<file path="config.mk">
export PLATFORM = sky130hd
export DESIGN_NAME = sw_reg_unit
export DESIGN_NICKNAME = d
export VERILOG_FILES = /design/src/rtl/sw_reg_unit.sv
export SDC_FILE = /design/constraint.sdc
export NUM_CORES = 1
export LEC_CHECK = 0
export ABC_AREA = 0
export CORE_MARGIN = 4
export CORE_UTILIZATION = 40
export DETAILED_ROUTE_END_ITERATION = 8
export PLACE_DENSITY_LB_ADDON = 0.15
export SYNTH_ARGS = -nofsm -noshare
export SYNTH_HDL_FRONTEND = slang
export SYNTH_SLANG_ARGS = --single-unit
</file>
<file path="constraint.sdc">
create_clock -name clk -period 8 [get_ports clk]
set_input_delay 1.2 -clock clk [delete_from_list [all_inputs] [get_ports clk]]
set_output_delay 1.2 -clock clk [all_outputs]
set_load 0.03 [all_outputs]
</file>
<file path="src/rtl/sw_reg_unit.sv">
// ---------------------------------------------------------------------------
// sw_reg_unit
//   Switch-side register endpoint sitting behind the address decoder. Each
//   select pulse runs one register read or write. The unit answers with a
//   one-cycle ack ACK_DELAY cycles later and, for reads, returns the data in
//   that same cycle.
//
// Ports:
//   clk        clock, rising edge
//   rst        asynchronous active-high reset
//   sel_en     this switch's one-hot select bit from the decoder
//   wr_rd_s    1 = write, 0 = read (qualified by sel_en)
//   addr       register index (qualified by sel_en)
//   wr_data    write data (qualified by sel_en)
//   ack        one-cycle completion pulse (registered)
//   rd_data    read data; zero outside a read-ack cycle (registered)
//   busy       transaction in progress
//   err        pulses with ack when addr is out of range (registered)
//   drop_flag  sticky: a select arrived while busy
// ---------------------------------------------------------------------------
module sw_reg_unit #(
  parameter int                 W_WIDTH   = 8,
  parameter int                 NUM_REGS  = 16,
  parameter int                 ACK_DELAY = 2,
  parameter logic [W_WIDTH-1:0] RESET_VAL = '0
) (
  input  logic               clk,
  input  logic               rst,
  input  logic               sel_en,
  input  logic               wr_rd_s,
  input  logic [W_WIDTH-1:0] addr,
  input  logic [W_WIDTH-1:0] wr_data,
  output logic               ack,
  output logic [W_WIDTH-1:0] rd_data,
  output logic               busy,
  output logic               err,
  output logic               drop_flag
);

  localparam int IDX_W = (NUM_REGS > 1) ? $clog2(NUM_REGS) : 1;
  // One extra bit so the limit itself fits even when NUM_REGS = 2**W_WIDTH.
  localparam logic [W_WIDTH:0] REG_LIMIT = (W_WIDTH + 1)'(NUM_REGS);
  localparam logic [3:0]       CNT_INIT  = (ACK_DELAY >= 2) ? 4'(ACK_DELAY - 2) : 4'd0;

  typedef enum logic [1:0] {
    ST_IDLE,
    ST_WAIT,
    ST_ACK
  } state_t;

  state_t             state;
  state_t             next_state;
  logic [3:0]         cnt;
  logic               lat_wr;
  logic [W_WIDTH-1:0] lat_addr;
  logic [W_WIDTH-1:0] lat_data;
  logic [W_WIDTH-1:0] regs [NUM_REGS];

  logic               accept;
  logic               enter_ack;
  logic               op_wr;
  logic [W_WIDTH-1:0] op_addr;
  logic [W_WIDTH-1:0] op_data;
  logic               op_in_range;
  logic [IDX_W-1:0]   op_idx;

  // State register.
  always_ff @(posedge clk or posedge rst) begin
    if (rst) begin
      state <= ST_IDLE;
    end else begin
      state <= next_state;
    end
  end

  // Next-state logic.
  always_comb begin
    next_state = state;
    case (state)
      ST_IDLE: begin
        if (sel_en) begin
          next_state = (ACK_DELAY == 1) ? ST_ACK : ST_WAIT;
        end
      end
      ST_WAIT: begin
        if (cnt == 4'd0) begin
          next_state = ST_ACK;
        end
      end
      ST_ACK:  next_state = ST_IDLE;
      default: next_state = ST_IDLE;
    endcase
  end

  // State-decoded outputs.
  always_comb begin
    busy = (state != ST_IDLE);
  end

  // With ACK_DELAY = 1 the ACK state is entered on the same edge that samples
  // the select, before the latches hold anything, so the operation fields come
  // straight from the bus while idle and from the latches otherwise.
  always_comb begin
    accept      = (state == ST_IDLE) && sel_en;
    enter_ack   = (next_state == ST_ACK) && (state != ST_ACK);
    op_wr       = (state == ST_IDLE) ? wr_rd_s : lat_wr;
    op_addr     = (state == ST_IDLE) ? addr    : lat_addr;
    op_data     = (state == ST_IDLE) ? wr_data : lat_data;
    op_in_range = ({1'b0, op_addr} < REG_LIMIT);
    op_idx      = op_addr[IDX_W-1:0];
  end

  // Delay counter: loaded on accept, counts down while waiting.
  always_ff @(posedge clk or posedge rst) begin
    if (rst) begin
      cnt <= 4'd0;
    end else if (accept) begin
      cnt <= CNT_INIT;
    end else if ((state == ST_WAIT) && (cnt != 4'd0)) begin
      cnt <= cnt - 4'd1;
    end
  end

  // Transaction fields are captured only when a select is accepted.
  always_ff @(posedge clk or posedge rst) begin
    if (rst) begin
      lat_wr   <= 1'b0;
      lat_addr <= '0;
      lat_data <= '0;
    end else if (accept) begin
      lat_wr   <= wr_rd_s;
      lat_addr <= addr;
      lat_data <= wr_data;
    end
  end

  // Register file; writes commit on the edge entering ACK.
  always_ff @(posedge clk or posedge rst) begin
    if (rst) begin
      for (int i = 0; i < NUM_REGS; i++) begin
        regs[i] <= RESET_VAL;
      end
    end else if (enter_ack && op_wr && op_in_range) begin
      regs[op_idx] <= op_data;
    end
  end

  // Completion outputs are flopped so they can be OR-combined downstream.
  always_ff @(posedge clk or posedge rst) begin
    if (rst) begin
      ack     <= 1'b0;
      err     <= 1'b0;
      rd_data <= '0;
    end else begin
      ack     <= enter_ack;
      err     <= enter_ack && !op_in_range;
      rd_data <= (enter_ack && !op_wr && op_in_range) ? regs[op_idx] : '0;
    end
  end

  // Sticky collision flag: any select seen outside IDLE.
  always_ff @(posedge clk or posedge rst) begin
    if (rst) begin
      drop_flag <= 1'b0;
    end else if (sel_en && (state != ST_IDLE)) begin
      drop_flag <= 1'b1;
    end
  end

endmodule

</file>
# Word-level counts from Yosys, hierarchy flattened
# Index checks and enable logic that the tools add are counted.
# classes
add_sub_neg	1
n_mul	0
div	0
order_cmp	3
eq_ne	3
n_shift	0
mux	15
n_bitwise	1
n_reduce_logical	17
# ops
operator	count
$bwmux W128	1
$mux W8	6
$bmux W8 S4	1
$demux W8 S4	1
$logic_and A1 B1 Y1	10
$lt A8 B5 Y1 const B	1
$mux W4	2
$ge A5 B5 Y1 const B	1
$lt A5 B1 Y1 const B	1
$not A4 Y5	1
$logic_not A4 Y1	1
$mux W2	2
$pmux W2 S2	1
$reduce_bool A2 Y1	2
$reduce_bool A4 Y1	1
$sub A4 B1 Y4 const B	1
$eq A2 B1 Y1 const B	1
$eq A2 B2 Y1 const B	1
$logic_not A1 Y1	2
$logic_not A2 Y1	1
$ne A2 B2 Y1 const B	1
$mux W1	1
# totals
regBits	162
latchBits	0
mem_bits_rw	0
romBits	0
in_bits	20
output_inout_bits	12
memories	0

# Depth between registers and ports, before layout
# Gate-level depths: netlist of run 1.
# depth
ltp_word	8
depth_mapped	10
depth_no_buf	8

# Worst setup path before layout of run 1
# No wires, ideal clock.
# synth_path
path_type	input -> register
startpoint	in addr[0]
endpoint	reg regs[24] in the netlist's numbering
setup_time_ps	125
arrival_ps	2585
required_time_ps	7875
setup_slack_ps	5290
path_stages	5
path_buffers	1
path_cell_list	clkbuf_1 > nor2_1 > a21oi_1 > nor2_2 > mux2_2
# synth_via
elab_chain_len	7
elab_cells_between_ends	10
# synth_rtl
item	line	rtl
start, declared	31	input logic [W_WIDTH-1:0] addr,
$mux W8 (*)	107	op_addr = (state == ST_IDLE) ? addr : lat_addr;
$not A4 Y5 (implied by the code)	144	regs[op_idx] <= op_data;
$ge A5 B5 Y1 (implied by the code) or $lt A5 B1 Y1 (tied branches)	144	
$logic_and A1 B1 Y1 (implied by the code)	144	
$mux W8 (implied by the code)	144	
$demux W8 S4	144	
$bwmux W128	144	
end signal, assigned by index	144	
end, declared	57	logic [W_WIDTH-1:0] regs [NUM_REGS];
# Mark *: on every way between the ends. The rest lies on a longest branch, timed or not.
# A chain may end at the register's enable or synchronous reset.

# Final worst setup path of run 1
# layout_path
startpoint	in addr[0]
endpoint	reg rd_data[7]
# layout_via
elab_chain_len	6
elab_cells_between_ends	8
# layout_rtl
item	line	rtl
$mux W8 (*)	107	
$not A4 Y5 (implied by the code)	157	rd_data <= (enter_ack && !op_wr && op_in_range) ? regs[op_idx] : '0;
$bmux W8 S4	157	
$mux W8 (implied by the code) (2 in series)	157	
$mux W8 (*)	157	
end signal, assigned	157	
end, declared	34	output logic [W_WIDTH-1:0] rd_data,
# Mark *: on every way between the ends. The rest lies on a longest branch, timed or not. The select of a mux whose other input is x is not followed.

==> results of run 1 <==
stage by stage:
step	util	instance area, um2	total power [mW]
global route	0.461	8600	2.29
floorplan	-	7560	1.26
finish	0.461	8600	2.18
CTS	0.461	8600	2.20
global placement	0.431	8040	1.40
detailed placement	0.431	8040	1.40
cell families (layout without fill, tap and decap cells):
logic type,count (synthesis),after routing,synth area share
simple gates,324,324,0.194
compound gates,171,171,0.140
flops,162,162,0.536
mux,61,61,0.0880
buf+inv,55,85,0.0374
xor+xnor,2,2,0.00232
fa+ha+maj,1,1,0.00165
cells in the final DEF, fill, tap and decap left out, types with 9 or more instances in the layout:
cell / Yosys / final
sky130_fd_sc_hd__dfrtp_1: 162 / 162
sky130_fd_sc_hd__buf_4: 11 / 15
sky130_fd_sc_hd__o21ai_0: 30 / 30
sky130_fd_sc_hd__nor2_1: 105 / 105
sky130_fd_sc_hd__mux2i_1: 28 / 27
sky130_fd_sc_hd__nor3_4: 9 / 9
sky130_fd_sc_hd__clkbuf_16: 0 / 17
sky130_fd_sc_hd__mux2_2: 27 / 27
sky130_fd_sc_hd__and3_1: 10 / 10
sky130_fd_sc_hd__nand2_1: 167 / 167
sky130_fd_sc_hd__clkdlybuf4s50_1: 0 / 31
sky130_fd_sc_hd__a311oi_1: 11 / 11
sky130_fd_sc_hd__a21oi_1: 88 / 88
layout make-up:
class,count,area share
Sequential cell,162,0.471
Multi-Input combinational cell,559,0.376
Clock buffer,20,0.0519
Timing Repair Buffer,46,0.0492
Tap cell,234,0.0340
Clock inverter,10,0.0131
Inverter,9,0.00480
sequential cells by signal (all words and copies together) (netlist names):
signal,flops
ack,1
cnt,4
drop_flag,1
err,1
lat_addr,8
lat_data,8
lat_wr,1
rd_data,8
regs,128
state,2
worst paths after layout:
kind	end	start	cells past startpoint
worst max-delay path	rd_data[7]	addr[0]	7
min in group asynchronous	regs[101]	rst	2
worst min register to register	drop_flag	drop_flag	1
worst min-delay path	drop_flag	drop_flag	1
max in group asynchronous	rd_data[3]	rst	3
worst max register to register	regs[99]	cnt[0]	7
power groups by stage:
stage	sequential (mW)	combinational, mW	clock [mW]
2_1_floorplan	0.946	0.313	0
3_3_place_gp	0.953	0.442	0
3_5_place_dp	0.955	0.449	0
4_1_cts	0.941	0.451	0.806
5_1_grt	0.949	0.494	0.848
6_report	0.941	0.448	0.793
worst max-delay path, cell delays in order:
cell and delay, ns:
sky130_fd_sc_hd__clkdlybuf4s50_1 0.66, sky130_fd_sc_hd__mux2_2 0.22, sky130_fd_sc_hd__buf_4 0.51, sky130_fd_sc_hd__mux2_2 0.27, sky130_fd_sc_hd__nor2_1 0.03, sky130_fd_sc_hd__a311o_1 0.32
sky130_fd_sc_hd__a311oi_1 0.25
per-layer routing:
metal,GRT usage,up-vias,part of all wire
met4,0.0546,0,0.017
met5,0,-,0
met1,0.269,2779,0.47
met3,0.0442,30,0.053
met2,0.289,144,0.46
li1,-,2697,-
==> impl_metrics.env, run 1 <==
export IMPL_yosys_register_bits=162
export IMPL_timing_critical_path_required_ns=8.34
export IMPL_status="completed"
export IMPL_nNetsFinal=816
export IMPL_seq_power_share=0.431
export IMPL_fraction_of_layout_cells_with_a_size_suffix_above_1=0.128
export IMPL_remaining_overflow_grt=0
export IMPL_final_period_minus_worst_setup_slack_ns=3.15
export IMPL_slew_at_the_pin_with_the_worst_max_slew_slack_ns=1.15
export IMPL_flow_area_growth_from_synthesis_pct=13.7
export IMPL_tritoncts="yes"
export IMPL_clock_power_share=0.363
export IMPL_cellPowerDensity_mw_per_mm2=254
export IMPL_post_synth_inst_count=776
export IMPL_critPathCaptureType="flop"
export IMPL_final_max_slew_viol_count=0
export IMPL_rsz_0062_raised_after_global_routing="false"
export IMPL_total_number_of_vias=5650
export IMPL_postCtsSetupBuffers=0
export IMPL_period_share=0.394
export IMPL_floorplan_io_pins=32
export IMPL_place_worst_setup_slack_ns=4.40
export IMPL_average_via_count_per_standard_cell=5.43
export IMPL_grt_pass1_vias=5623
export IMPL_dieArea_mm2=0.0212
export IMPL_fillerInstances=1768
export IMPL_final_antenna_net_count=0
export IMPL_row_count=50
export IMPL_floorplan_die_width_um=146
export IMPL_finish_cell_count_without_fillers=1040
export IMPL_core_area_mm2=0.0186
export IMPL_synth_top_cells_by_count="sky130_fd_sc_hd__nand2_1 (167), sky130_fd_sc_hd__dfrtp_1 (162), sky130_fd_sc_hd__nor2_1 (105)"
export IMPL_synthDistinctLibCells=58
export IMPL_timing_reg2reg_setup_slack_ns=5.29
export IMPL_grt_first_pass_wirelength_mm=31.6
export IMPL_fin_worst_skew_ns=0.00802
export IMPL_critical_path_startpoint_type="primary input"
export IMPL_cts_reportedPaths_clkPinSlew_ns=0.06
export IMPL_number_of_buffers_on_the_longest_clock_path=2
export IMPL_switchingPower_uw=681
export IMPL_p_int_mw=1.50
export IMPL_post_synth_net_total=797
export IMPL_hold_violations=0
export IMPL_sw_frac_of_total=0.312
export IMPL_route_final_wire_length_mm=19.2
export IMPL_maxSlewHeadroom=0.211
export IMPL_synth_area_top_cells="sky130_fd_sc_hd__dfrtp_1 (54%), sky130_fd_sc_hd__nand2_1 (8.3%), sky130_fd_sc_hd__a21oi_1 (5.8%), sky130_fd_sc_hd__nor2_1 (5.2%), sky130_fd_sc_hd__mux2_2 (4.0%)"
export IMPL_insertion_delay_ns=0.43
export IMPL_grt_max_degree=93
export IMPL_worst_slack_ns=4.85
export IMPL_cts_repair_resize_count=0
export IMPL_synth_edf_count=0
export IMPL_initial_utilization=0.406
export IMPL_port_buffer_count=31
export IMPL_wire_per_inst_um=18.5
export IMPL_final_setup_viol_count=0
export IMPL_hold_slack_ns=0.460
export IMPL_register_area_mm2=0.00405
export IMPL_p_leak_nw=4.03
export IMPL_ctsHtreeMaxLevel=4
export IMPL_place_detailed_instances=1010
export IMPL_globalRouteTotalUtil=0.188
export IMPL_maxClockFrequency_ghz=0.317
export IMPL_dr_pass1_iters=5
export IMPL_critical_path_max_fanout=51
export IMPL_drcViolationCount=0
export IMPL_gpl_final_weighted_congestion=0.846
export IMPL_number_of_antenna_violations_at_the_first_check_in_global_routing=0
export IMPL_worst_path_arrival_ns=3.49
export IMPL_yosysTopAreaCell="sky130_fd_sc_hd__dfrtp_1"
export IMPL_fin_setup_tns_ns=0
export IMPL_worst_min_delay_path_category="reg2reg"
export IMPL_criticalPathCategory="in2reg"
export IMPL_synth_area_per_cell_um2=9.75
export IMPL_yosysSeqAreaShare=0.536
export IMPL_cts_hold_fix_buffers=0
export IMPL_multiInputGateArea_mm2=0.00323
export IMPL_cts_root_buffer="sky130_fd_sc_hd__clkbuf_16"
export IMPL_yosysTopAreaCellShare=0.536
export IMPL_drt_initial_drc_count=474
export IMPL_antennaDiodeCount=0
export IMPL_netlist_area_mm2=0.00756
export IMPL_comb_power_share=0.205
export IMPL_async_set_or_reset_flop_fraction_in_the_synthesized_netlist=1.00
export IMPL_dp_hpwl_mm=13.0
export IMPL_yosys_warnings=0
export IMPL_clock_sinks=162
export IMPL_synth_most_common_cell="sky130_fd_sc_hd__nand2_1"
export IMPL_cts_made_buffers=17
export IMPL_die_y_um=146
export IMPL_vdd_drop_max_mv=0.145
export IMPL_number_of_violations_of_the_max_capacitance_limit=0
export IMPL_synth_ff_type="sky130_fd_sc_hd__dfrtp_1"
Power figures use the tool's default switching activity.
==> run 2: changes to the inputs <==
- clock period: 8 -> 2.6 ns (I/O delays scaled with it)
==> impl_metrics.env, run 2 (synthesis gave the netlist of run 1 again) <==
export IMPL_status="completed"
export IMPL_finish_cell_count_without_fillers=1070
export IMPL_cts_root_buffer="sky130_fd_sc_hd__clkbuf_16"
export IMPL_die_y_um=146
export IMPL_fillerInstances=1773
export IMPL_regMostFlops="regs"
export IMPL_largest_register_ffs=128
export IMPL_worst_min_delay_path_category="in2async"
export IMPL_grt_first_pass_wirelength_mm=32.1
export IMPL_row_count=50
export IMPL_dp_hpwl_mm=13.3
export IMPL_grt_pass1_vias=5613
export IMPL_number_of_antenna_violations_at_the_first_check_in_global_routing=0
export IMPL_gpl_final_weighted_congestion=0.779
export IMPL_initial_utilization=0.406
export IMPL_route_final_wire_length_mm=19.5
export IMPL_flow_area_growth_from_synthesis_pct=18.0
export IMPL_timing_critical_path_required_ns=2.91
export IMPL_worstReg2RegStart="cnt[0]"
export IMPL_critical_path_startpoint_type="flop"
export IMPL_fin_setup_tns_ns=0
export IMPL_wire_per_inst_um=18.3
export IMPL_design_power_total_mw=6.80
export IMPL_period_share=0.961
export IMPL_hold_violations=0
export IMPL_clock_sinks=162
export IMPL_final_period_minus_worst_setup_slack_ns=2.50
export IMPL_worst_path_max_delay_cell="sky130_fd_sc_hd__or3b_2"
export IMPL_insertion_delay_ns=0.43
export IMPL_cts_hold_fix_buffers=0
export IMPL_fin_worst_skew_ns=0.00955
export IMPL_grt_max_degree=55
export IMPL_worst_r2r_path_depth=7
export IMPL_nNetsFinal=844
export IMPL_place_detailed_instances=1038
export IMPL_criticalPathCategory="reg2reg"
export IMPL_final_antenna_net_count=0
export IMPL_worst_path_largest_cell_delay_ns=0.52
export IMPL_worstReg2RegEnd="regs[22]"
export IMPL_core_area_mm2=0.0186
export IMPL_vdd_drop_max_mv=0.466
export IMPL_floorplan_io_pins=32
export IMPL_remaining_overflow_grt=0
export IMPL_cts_made_buffers=17
export IMPL_globalRouteTotalUtil=0.192
export IMPL_total_number_of_vias=5725
export IMPL_hold_slack_ns=0.326
export IMPL_slew_at_the_pin_with_the_worst_max_slew_slack_ns=0.743
export IMPL_number_of_violations_of_the_max_capacitance_limit=0
export IMPL_dr_pass1_iters=9
export IMPL_timing_reg2reg_setup_slack_ns=0.10
export IMPL_layout_cells_most_common="sky130_fd_sc_hd__nand2_1"
export IMPL_most_used_cells_in_the_layout_excluding_fill_and_tap_cells="sky130_fd_sc_hd__nand2_1 (167), sky130_fd_sc_hd__dfrtp_1 (162), sky130_fd_sc_hd__nor2_1 (105), sky130_fd_sc_hd__a21oi_1 (88), sky130_fd_sc_hd__buf_4 (33)"
export IMPL_cellPowerDensity_mw_per_mm2=761
export IMPL_final_max_slew_viol_count=0
export IMPL_cp_cell_sequence="inv_1 -> ha_1 -> or3b_2 -> nor2_4 -> nand4_1 -> nor2_2 -> mux2_2"
export IMPL_antennaDiodeCount=0
export IMPL_ctsHtreeMaxLevel=4
export IMPL_port_buffer_count=31
export IMPL_cp_top_family="simple AND/OR/NAND/NOR gates"
export IMPL_drcViolationCount=0
export IMPL_p_leak_nw=4.20
export IMPL_number_of_buffers_on_the_longest_clock_path=2
export IMPL_tritoncts="yes"
export IMPL_dieArea_mm2=0.0212
export IMPL_worst_path_arrival_ns=2.81
export IMPL_timing_critical_path_buf_inv=1
export IMPL_cts_reportedPaths_clkPinSlew_ns=0.07
export IMPL_postCtsSetupBuffers=0
export IMPL_maxClockFrequency_ghz=0.400
export IMPL_final_setup_viol_count=0
export IMPL_fraction_of_layout_cells_with_a_size_suffix_above_1=0.158
export IMPL_floorplan_die_width_um=146
export IMPL_critPathCaptureType="flop"
export IMPL_average_via_count_per_standard_cell=5.35
export IMPL_maxSlewHeadroom=0.505
export IMPL_drt_initial_drc_count=374
export IMPL_critical_path_max_fanout=8
export IMPL_rsz_0062_raised_after_global_routing="true"
==> run 2: cell count changes in the layout (fill, tap and decap cells not counted), sizes merged <==
cell and change:
buf +28, bufinv -1, clkbuf +1, clkinv -1, clkinvlp +3
==> run 2: final cells by class <==
class | count | area, um2 | share of cell area
clock buffers | 21 | 460 | 0.0516
multi-input cells | 559 | 3230 | 0.361
flip-flops and latches | 162 | 4050 | 0.454
inverters | 9 | 40.0 | 0.00448
clock inverters | 11 | 105 | 0.0118
repair buffers | 74 | 749 | 0.0839
well taps | 234 | 293 | 0.0328
==> run 2: worst max path at each step <==
stage,slack (ns),cells after the start,to,startpoint
floorplan,0.15,1,ack,rst
global placement,0.03,6,rd_data[1],addr[0]
detailed placement,0.007,6,rd_data[1],addr[0]
CTS,0.11,7,regs[19],cnt[0]
global route,-0.04,7,regs[16],cnt[0]
finish,0.10,7,regs[22],cnt[0]
==> run 2: what timing repair did <==
action / 4_1_cts / 5_1_grt
endpoints found under the hold margin: 0 / 0
endpoints found under the setup margin: 0 / 17
gates resized for setup: 0 / 1
==> run 2: power breakdown <==
part / leakage, nW / switching [mW] / internal [mW] / total (mW)
logic: 1.72 / 0.961 / 0.536 / 1.50
clock network: 0.266 / 1.04 / 1.37 / 2.41
registers: 2.22 / 0.147 / 2.74 / 2.89
total: 4.20 / 2.15 / 4.65 / 6.80
==> run 2: stage by stage <==
stage | setup WS, ns | instance area (um2) | utilization
2_1_floorplan | 0.153 | 7570 | -
3_3_place_gp | 0.0316 | 8360 | 0.448
5_1_grt | -0.0377 | 8930 | 0.479
6_report | 0.102 | 8930 | 0.479
3_5_place_dp | 0.00652 | 8360 | 0.448
4_1_cts | 0.108 | 8920 | 0.479
==> run 2: per-layer routing <==
metal | part of all wire | routed length [um] | global-route usage | vias to the layer above
met5 | 0 | 0 | 0 | -
met4 | 0.018 | 358 | 0.0603 | 0
met3 | 0.044 | 860 | 0.0442 | 18
met2 | 0.46 | 8990 | 0.293 | 122
met1 | 0.48 | 9330 | 0.272 | 2818
li1 | - | - | - | 2767
==> run 3: changes to the inputs <==
- SLEW_MARGIN: not set -> 25
==> results of run 3 <==
No change in the layout: final DEF, timing and power equal those of run 2.
